<file path="src/rtl/imem_loader.sv">
// Boot-time program loader: assembles big-endian 24-bit words from a byte stream,
// writes them to instruction memory and holds the CPU in reset until the image is loaded.
// Optional trailing XOR checksum byte is enabled by defining LOADER_CHECKSUM_EN.
module imem_loader #(
  parameter int ADDR_W = 10,
  parameter int CNT_W  = 16
) (
  input  logic              clk,
  input  logic              rst,
  input  logic              start,
  input  logic [7:0]        byte_in,
  input  logic              byte_valid,
  output logic              byte_ready,
  output logic              imem_we,
  output logic [ADDR_W-1:0] imem_addr,
  output logic [23:0]       imem_wdata,
  output logic              cpu_rst,
  output logic              busy,
  output logic              done,
  output logic              error
);

  localparam logic [CNT_W-1:0] DEPTH = CNT_W'(1) << ADDR_W;

`ifdef LOADER_CHECKSUM_EN
  typedef enum logic [3:0] {
    S_IDLE, S_LEN_HI, S_LEN_LO, S_B0, S_B1, S_B2, S_CHK, S_DONE, S_ERR
  } state_t;
`else
  typedef enum logic [3:0] {
    S_IDLE, S_LEN_HI, S_LEN_LO, S_B0, S_B1, S_B2, S_FIN, S_DONE, S_ERR
  } state_t;
`endif

  state_t             state_q;
  logic [7:0]         len_hi_q;
  logic [CNT_W-1:0]   len_q;
  logic [CNT_W-1:0]   idx_q;
  logic [23:0]        word_q;
`ifdef LOADER_CHECKSUM_EN
  logic [7:0]         xor_q;
`endif

  logic               byte_ready_q;
  logic               imem_we_q;
  logic [ADDR_W-1:0]  imem_addr_q;
  logic [23:0]        imem_wdata_q;
  logic               cpu_rst_q;
  logic               busy_q;
  logic               done_q;
  logic               error_q;

  logic               accept;
  logic [15:0]        hdr16;
  logic [CNT_W-1:0]   len_d;
  logic [CNT_W-1:0]   idx_d;
  logic [23:0]        word_d;
  logic               last_word;

  always_comb begin
    accept    = byte_valid && byte_ready_q;
    hdr16     = {len_hi_q, byte_in};
    len_d     = hdr16[CNT_W-1:0];
    idx_d     = idx_q + 1'b1;
    word_d    = {word_q[15:0], byte_in};
    last_word = (idx_d == len_q);
  end

  always_ff @(posedge clk or posedge rst) begin
    if (rst) begin
      state_q      <= S_IDLE;
      len_hi_q     <= '0;
      len_q        <= '0;
      idx_q        <= '0;
      word_q       <= '0;
`ifdef LOADER_CHECKSUM_EN
      xor_q        <= '0;
`endif
      byte_ready_q <= 1'b0;
      imem_we_q    <= 1'b0;
      imem_addr_q  <= '0;
      imem_wdata_q <= '0;
      cpu_rst_q    <= 1'b1;
      busy_q       <= 1'b0;
      done_q       <= 1'b0;
      error_q      <= 1'b0;
    end else begin
      // NOTE: the write strobe defaults low every cycle so a B2 accept yields a single-cycle pulse.
      imem_we_q <= 1'b0;

      case (state_q)
        S_IDLE, S_DONE, S_ERR: begin
          if (start) begin
            state_q      <= S_LEN_HI;
            byte_ready_q <= 1'b1;
            busy_q       <= 1'b1;
            done_q       <= 1'b0;
            error_q      <= 1'b0;
            cpu_rst_q    <= 1'b1;
            idx_q        <= '0;
            word_q       <= '0;
`ifdef LOADER_CHECKSUM_EN
            xor_q        <= '0;
`endif
          end
        end

        S_LEN_HI: begin
          if (accept) begin
            len_hi_q <= byte_in;
            state_q  <= S_LEN_LO;
          end
        end

        S_LEN_LO: begin
          if (accept) begin
            len_q <= len_d;
            if (len_d == '0) begin
`ifdef LOADER_CHECKSUM_EN
              state_q      <= S_CHK;
`else
              state_q      <= S_DONE;
              byte_ready_q <= 1'b0;
              busy_q       <= 1'b0;
              done_q       <= 1'b1;
              cpu_rst_q    <= 1'b0;
`endif
            end else if (len_d > DEPTH) begin
              state_q      <= S_ERR;
              byte_ready_q <= 1'b0;
              busy_q       <= 1'b0;
              error_q      <= 1'b1;
            end else begin
              state_q <= S_B0;
            end
          end
        end

        S_B0, S_B1: begin
          if (accept) begin
            word_q  <= word_d;
`ifdef LOADER_CHECKSUM_EN
            xor_q   <= xor_q ^ byte_in;
`endif
            state_q <= (state_q == S_B0) ? S_B1 : S_B2;
          end
        end

        S_B2: begin
          if (accept) begin
            word_q       <= word_d;
`ifdef LOADER_CHECKSUM_EN
            xor_q        <= xor_q ^ byte_in;
`endif
            imem_we_q    <= 1'b1;
            imem_addr_q  <= idx_q[ADDR_W-1:0];
            imem_wdata_q <= word_d;
            idx_q        <= idx_d;
            if (!last_word) begin
              state_q <= S_B0;
            end else begin
`ifdef LOADER_CHECKSUM_EN
              state_q      <= S_CHK;
`else
              // The write cycle of the final word precedes DONE, so no more bytes are taken.
              state_q      <= S_FIN;
              byte_ready_q <= 1'b0;
`endif
            end
          end
        end

`ifdef LOADER_CHECKSUM_EN
        S_CHK: begin
          if (accept) begin
            byte_ready_q <= 1'b0;
            busy_q       <= 1'b0;
            if (byte_in == xor_q) begin
              state_q   <= S_DONE;
              done_q    <= 1'b1;
              cpu_rst_q <= 1'b0;
            end else begin
              state_q <= S_ERR;
              error_q <= 1'b1;
            end
          end
        end
`else
        S_FIN: begin
          state_q   <= S_DONE;
          busy_q    <= 1'b0;
          done_q    <= 1'b1;
          cpu_rst_q <= 1'b0;
        end
`endif

        default: begin
          state_q      <= S_IDLE;
          byte_ready_q <= 1'b0;
          busy_q       <= 1'b0;
        end
      endcase
    end
  end

  assign byte_ready = byte_ready_q;
  assign imem_we    = imem_we_q;
  assign imem_addr  = imem_addr_q;
  assign imem_wdata = imem_wdata_q;
  assign cpu_rst    = cpu_rst_q;
  assign busy       = busy_q;
  assign done       = done_q;
  assign error      = error_q;

endmodule

</file>
<file path="config.mk">
export PLATFORM = sky130hd
export DESIGN_NAME = imem_loader
export DESIGN_NICKNAME = d
export VERILOG_FILES = /design/src/rtl/imem_loader.sv
export SDC_FILE = /design/constraint.sdc
export NUM_CORES = 1
export LEC_CHECK = 0
export ABC_AREA = 1
export CORE_UTILIZATION = 61
export DETAILED_ROUTE_END_ITERATION = 6
export GPL_ROUTABILITY_DRIVEN = 0
export PLACE_DENSITY = 0.85
export REMOVE_ABC_BUFFERS = 1
export SLEW_MARGIN = 20
export SYNTH_ARGS = -nofsm -noshare
export SYNTH_HDL_FRONTEND = slang
export SYNTH_SLANG_ARGS = --single-unit
</file>
<file path="constraint.sdc">
create_clock -name clk -period 6.3 [get_ports clk]
set_clock_uncertainty 0.1 [all_clocks]
set_input_delay 1.26 -clock clk [delete_from_list [all_inputs] [get_ports clk]]
set_output_delay 1.26 -clock clk [all_outputs]
set_load 0.01 [all_outputs]
</file>
Word level (Yosys, flattened, before mapping)
Cells that the tools add are included.
Storage, ports and cells
  register bits after elaboration: 100
  bits of input ports: 12
  output and inout port bits: 40
  logic and storage cells: 96
Operators by class
  add/sub/neg operators: 1
  order comparisons: 1
  eq/ne operators: 20
  multiplexer cells: 37
  bitwise gates (word level): 2
  reductions and logical operators: 22
Operators by type and width (number)
  16-bit two-way mux: 4
  16-bit case mux with 2 select lines: 2
  4-bit two-way mux: 7
  4-bit case mux with 6 select lines: 1
  2-bit != test, second input constant: 9
  1-bit two-way mux: 17
  16-bit by 1-bit adder with 16-bit output, second input constant: 1
  16-bit equality test: 1
  4-bit by 3-bit equality test with 1-bit output, second input constant: 4
  16-bit by 11-bit > comparator with 1-bit output, second input constant: 1
  16-bit zero test: 1
  5-bit AND reduction: 2
  1-bit case mux with 3 select lines: 3
  4-bit by 2-bit equality test with 1-bit output, second input constant: 2
  4-bit AND reduction: 2
  4-bit OR reduction: 2
  2-bit AND reduction: 3
  3-bit AND reduction: 2
  6-bit AND reduction: 1
  2-bit nonzero test: 3
  3-bit OR reduction: 2
  4-bit by 1-bit equality test with 1-bit output, second input constant: 1
  4-bit equality test, second input constant: 1
  4-bit zero test: 1
  9 further kinds: 10

Depth between registers and ports, before layout
  depth in word-level cells: 5
  gate-level depth with buffers: 16
  depth with buffers taken out: 16

Worst setup path after synthesis
No wires, ideal clock.
  path kind: input-to-reg
  start: input port byte_valid
  end: register idx_q[12]
  setup time: 0.136 ns
  arrival: 2.173 ns
  data required time: 6.064 ns
  setup slack: 3.891 ns
  stages: 8
  buffers on the path: 1
  cells stage by stage: nand2_1 inv_1 nor2_1 nor2_1 o21ai_2 nand2_2 buf_6 o22ai_2
On the way
  longest elaborated chain between the ends: 3
Ends and longest elaborated chain
  start, declared: RTL line 12  | input logic byte_valid,
  1-bit logical AND: RTL line 61  | accept = byte_valid && byte_ready_q;
  2-bit != test (no source line)
  3-bit AND reduction (no source line)
  end signal, assigned: RTL line 158  | idx_q <= idx_d;
  end, declared: RTL line 38  | logic [CNT_W-1:0] idx_q;
No other way between the ends.
A chain may end at the register's enable or synchronous reset.

Final worst setup path
  start: input port byte_valid
  end: register idx_q[4]
Same word-level chain as after synthesis.

==> impl_metrics.json <==
{
  "grt_max_degree": 65,
  "yosys.area_share.xor_xnor_pct": 0.6442,
  "postCtsSetupBuffers": 0,
  "max-vdd-ir-drop_mv": 0.2278,
  "multiInputGateArea_um2": 1973,
  "final_util_pct": 73.02,
  "layoutNonFillerInstCount": 767,
  "cts.htree.levels": 3,
  "slowest_stage": "clkdlybuf4s50_1",
  "synth_fa_ha_area_share_pct": 0.2577,
  "drt-vias-per-instance": 5.600,
  "timing.hold.ws_ns": 0.3816,
  "core-area_um2": 7727,
  "fillCellCount": 572,
  "finalSetupTns_ns": 0,
  "wl_met2_um": 5365,
  "grt_overflow": 0,
  "clk_pin_slew_ns": 0.11,
  "met1_length_um": 4823,
  "ys_ff_latch": 100,
  "crit_path_cell_trace": "clkdlybuf4s50_1, nand2_1, nor2_2, inv_2, buf_4, nand2_2, o21ai_0",
  "area_growth_pct": 16.21,
  "worst_setup_path_start_kind": "input pin",
  "power_density_nw_per_um2": 373.2,
  "power_frac_seq_pct": 43.3,
  "cts_sinks": 100,
  "cts.repair.resized": 0,
  "clk_latency_ns": 0.38,
  "synth_edf_count": 0,
  "grt_pass1_vias": 4163,
  "dr_total_vias": 4295,
  "diodes": 0,
  "power.switching_w": 0.0008505,
  "critPathArrivalTime_ns": 3.44,
  "root_buffer": "clkbuf_8",
  "first_pass_iters": 5,
  "p_int_w": 0.001255,
  "cts_buffer_depth": 2,
  "cts_tree": "yes",
  "setup_violations": 0,
  "hold_viol_final": 0,
  "drtAntennaViolNets": 0,
  "nNetsFinal": 673,
  "top_layer": "met4",
  "crit_buf_inv": 3,
  "dp_hpwl_um": 7772,
  "synth-seq-area-share_pct": 51.56,
  "cts_buffers": 9,
  "holdCritPathClass": "flip-flop to flip-flop",
  "hold_buffers": 0,
  "fin_crit_ns": 3.290,
  "worst_pin_slew_ns": 0.7977,
  "avgSynthCellArea_um2": 7.922,
  "cap_violations": 0,
  "synth_top_family_by_area": "simple AND/OR/NAND/NOR gates",
  "yosys_warnings": 0,
  "crit_path_end_kind": "flip-flop",
  "critPathMaxStageDelay_ns": 0.45,
  "status": "finished clean",
  "max-slew-margin-rel_pct": 46.69,
  "synth-compound-area-share_pct": 12.55,
  "period_share_pct": 52.23,
  "synthMuxAreaShare_pct": 0.2319,
  "p_leak_nw": 2.631,
  "drt_iter0_markers": 407,
  "die_area_um2": 8321,
  "worstSetupPathType": "input pin to flip-flop",
  "seq_area_um2": 2504,
  "ys_types": 32,
  "io_buffers": 51,
  "met3_length_um": 708,
  "rsz0062_at_grt": "no",
  "rows": 32,
  "dieWidth_um": 91.22,
  "ios": 52,
  "dieHeight_um": 91.22,
  "grt_util_all_layers_pct": 29.32,
  "synth_ff_type": "dfrtp_1",
  "syn_area_um2": 4856,
  "dp_cells": 751,
  "pwr-share-comb_pct": 36.9,
  "drc": 0,
  "switching_share_pct": 40.39,
  "drive_gt1_share_pct": 6.767,
  "clkPwrFrac_pct": 19.8,
  "worstPathRequired_ns": 6.45,
  "async_reset_ff_share_pct": 100.0,
  "grt_pass1_wl_um": 19220,
  "start_util_pct": 62.84,
  "antenna_found_initial": 0,
  "crit_path_max_fanout": 59,
  "timing.fmax_mhz": 303.9,
  "routed_wl_um": 11180,
  "wl_per_cell_um": 14.57,
  "syn_inst": 613,
  "drv_slew": 0,
  "yosys.area_share.simple_pct": 26.77,
  "critPathTopFamily": "buffers and inverters"
}
[path summary, 6_finish.rpt]
path	endpoint	slack, ns	startpoint	cells past startpoint
worst max register to register	word_q[13]$_DFFE_PP0P_	3.58	state_q[2]$_DFFE_PP0P_	9
worst min register to register	cpu_rst$_DFFE_PP1P_	0.38	cpu_rst$_DFFE_PP1P_	2
worst max-delay path	idx_q[4]$_DFFE_PP0P_	3.01	byte_valid	7
max in group asynchronous	len_hi_q[6]$_DFFE_PP0P_	3.79	rst	3
min in group asynchronous	imem_wdata[3]$_DFFE_PP0P_	1.13	rst	2
worst min-delay path	cpu_rst$_DFFE_PP1P_	0.38	cpu_rst$_DFFE_PP1P_	2
[state kept, by name, indices dropped and copies added, names as in the netlist]
signal	cells
len_hi_q	8
imem_we	1
busy	1
error	1
state_q	4
cpu_rst	1
imem_addr	10
idx_q	16
done	1
imem_wdata	24
word_q	16
byte_ready	1
len_q	16
[stage by stage]
step / setup WS (ns) / power (W) / cell area [um2]
after floorplan: 2.323 / 0.001399 / 4780
after global placement: 2.699 / 0.001642 / 5435
after detailed placement: 2.607 / 0.001677 / 5435
after CTS: 3.021 / 0.002095 / 5634
after global routing: 2.880 / 0.002252 / 5643
final: 3.010 / 0.002106 / 5643
[routing by layer]
layer / up-vias / GRT usage, %
li1: 2069 / -
met1: 2018 / 39.14
met2: 185 / 48.74
met3: 23 / 3.350
met4: 0 / 12.83
met5: - / 0
[power groups by stage]
stage,Clock [W],Sequential [W],Combinational [W]
floorplan,0,0.000914,0.000486
detailed placement,0,0.000916,0.000761
CTS,0.000421,0.000908,0.000767
global route,0.000446,0.000929,0.000877
finish,0.000418,0.000911,0.000777
global placement,0,0.000911,0.000731
[cell families after synthesis]
kind of cell	Yosys count
compound gates	103
fa+ha+maj	1
buf+inv	100
xor+xnor	2
flops	100
mux	1
simple gates	306
[worst min-delay path: cells and delay by family (launching register included)]
family,cells,cell delay (ns)
DFF,1,0.38
and+or+nand+nor,2,0.10
[synthesized netlist by cell type (3+ instances only)]
| cell | count | share of area (%) |
|---|---|---|
| a21oi_1 | 5 | 0.52 |
| nand3_1 | 57 | 5.9 |
| inv_1 | 79 | 6.1 |
| clkbuf_1 | 12 | 0.93 |
| nor2_2 | 3 | 0.39 |
| o21ai_1 | 3 | 0.31 |
| nand3b_1 | 5 | 0.77 |
| dfrtp_1 | 99 | 51 |
| o22ai_2 | 10 | 2.6 |
| o21ai_0 | 80 | 8.2 |
| nand2_1 | 181 | 14 |
| inv_2 | 4 | 0.31 |
| nor2_1 | 41 | 3.2 |
| buf_2 | 4 | 0.41 |
| nand4_1 | 10 | 1.3 |
[final cells by class]
type	count	area share [%]
well taps	102	2.262
inverters	83	5.565
clock inverters	7	1.330
flip-flops and latches	100	44.37
multi-input cells	413	34.97
repair buffers	53	9.313
clock buffers	9	2.195
[placed cells by master, fill, tap and decap left out, types with 9 or more instances in the layout]
master,netlist,layout
nand2_1,181,181
dfrtp_1,99,99
o21ai_0,80,80
inv_1,79,78
nand3_1,57,57
clkdlybuf4s50_1,0,51
nor2_1,41,41
nand4_1,10,10
o22ai_2,10,10
clkbuf_8,0,9
No activity file was read; power rests on OpenSTA's default activity.
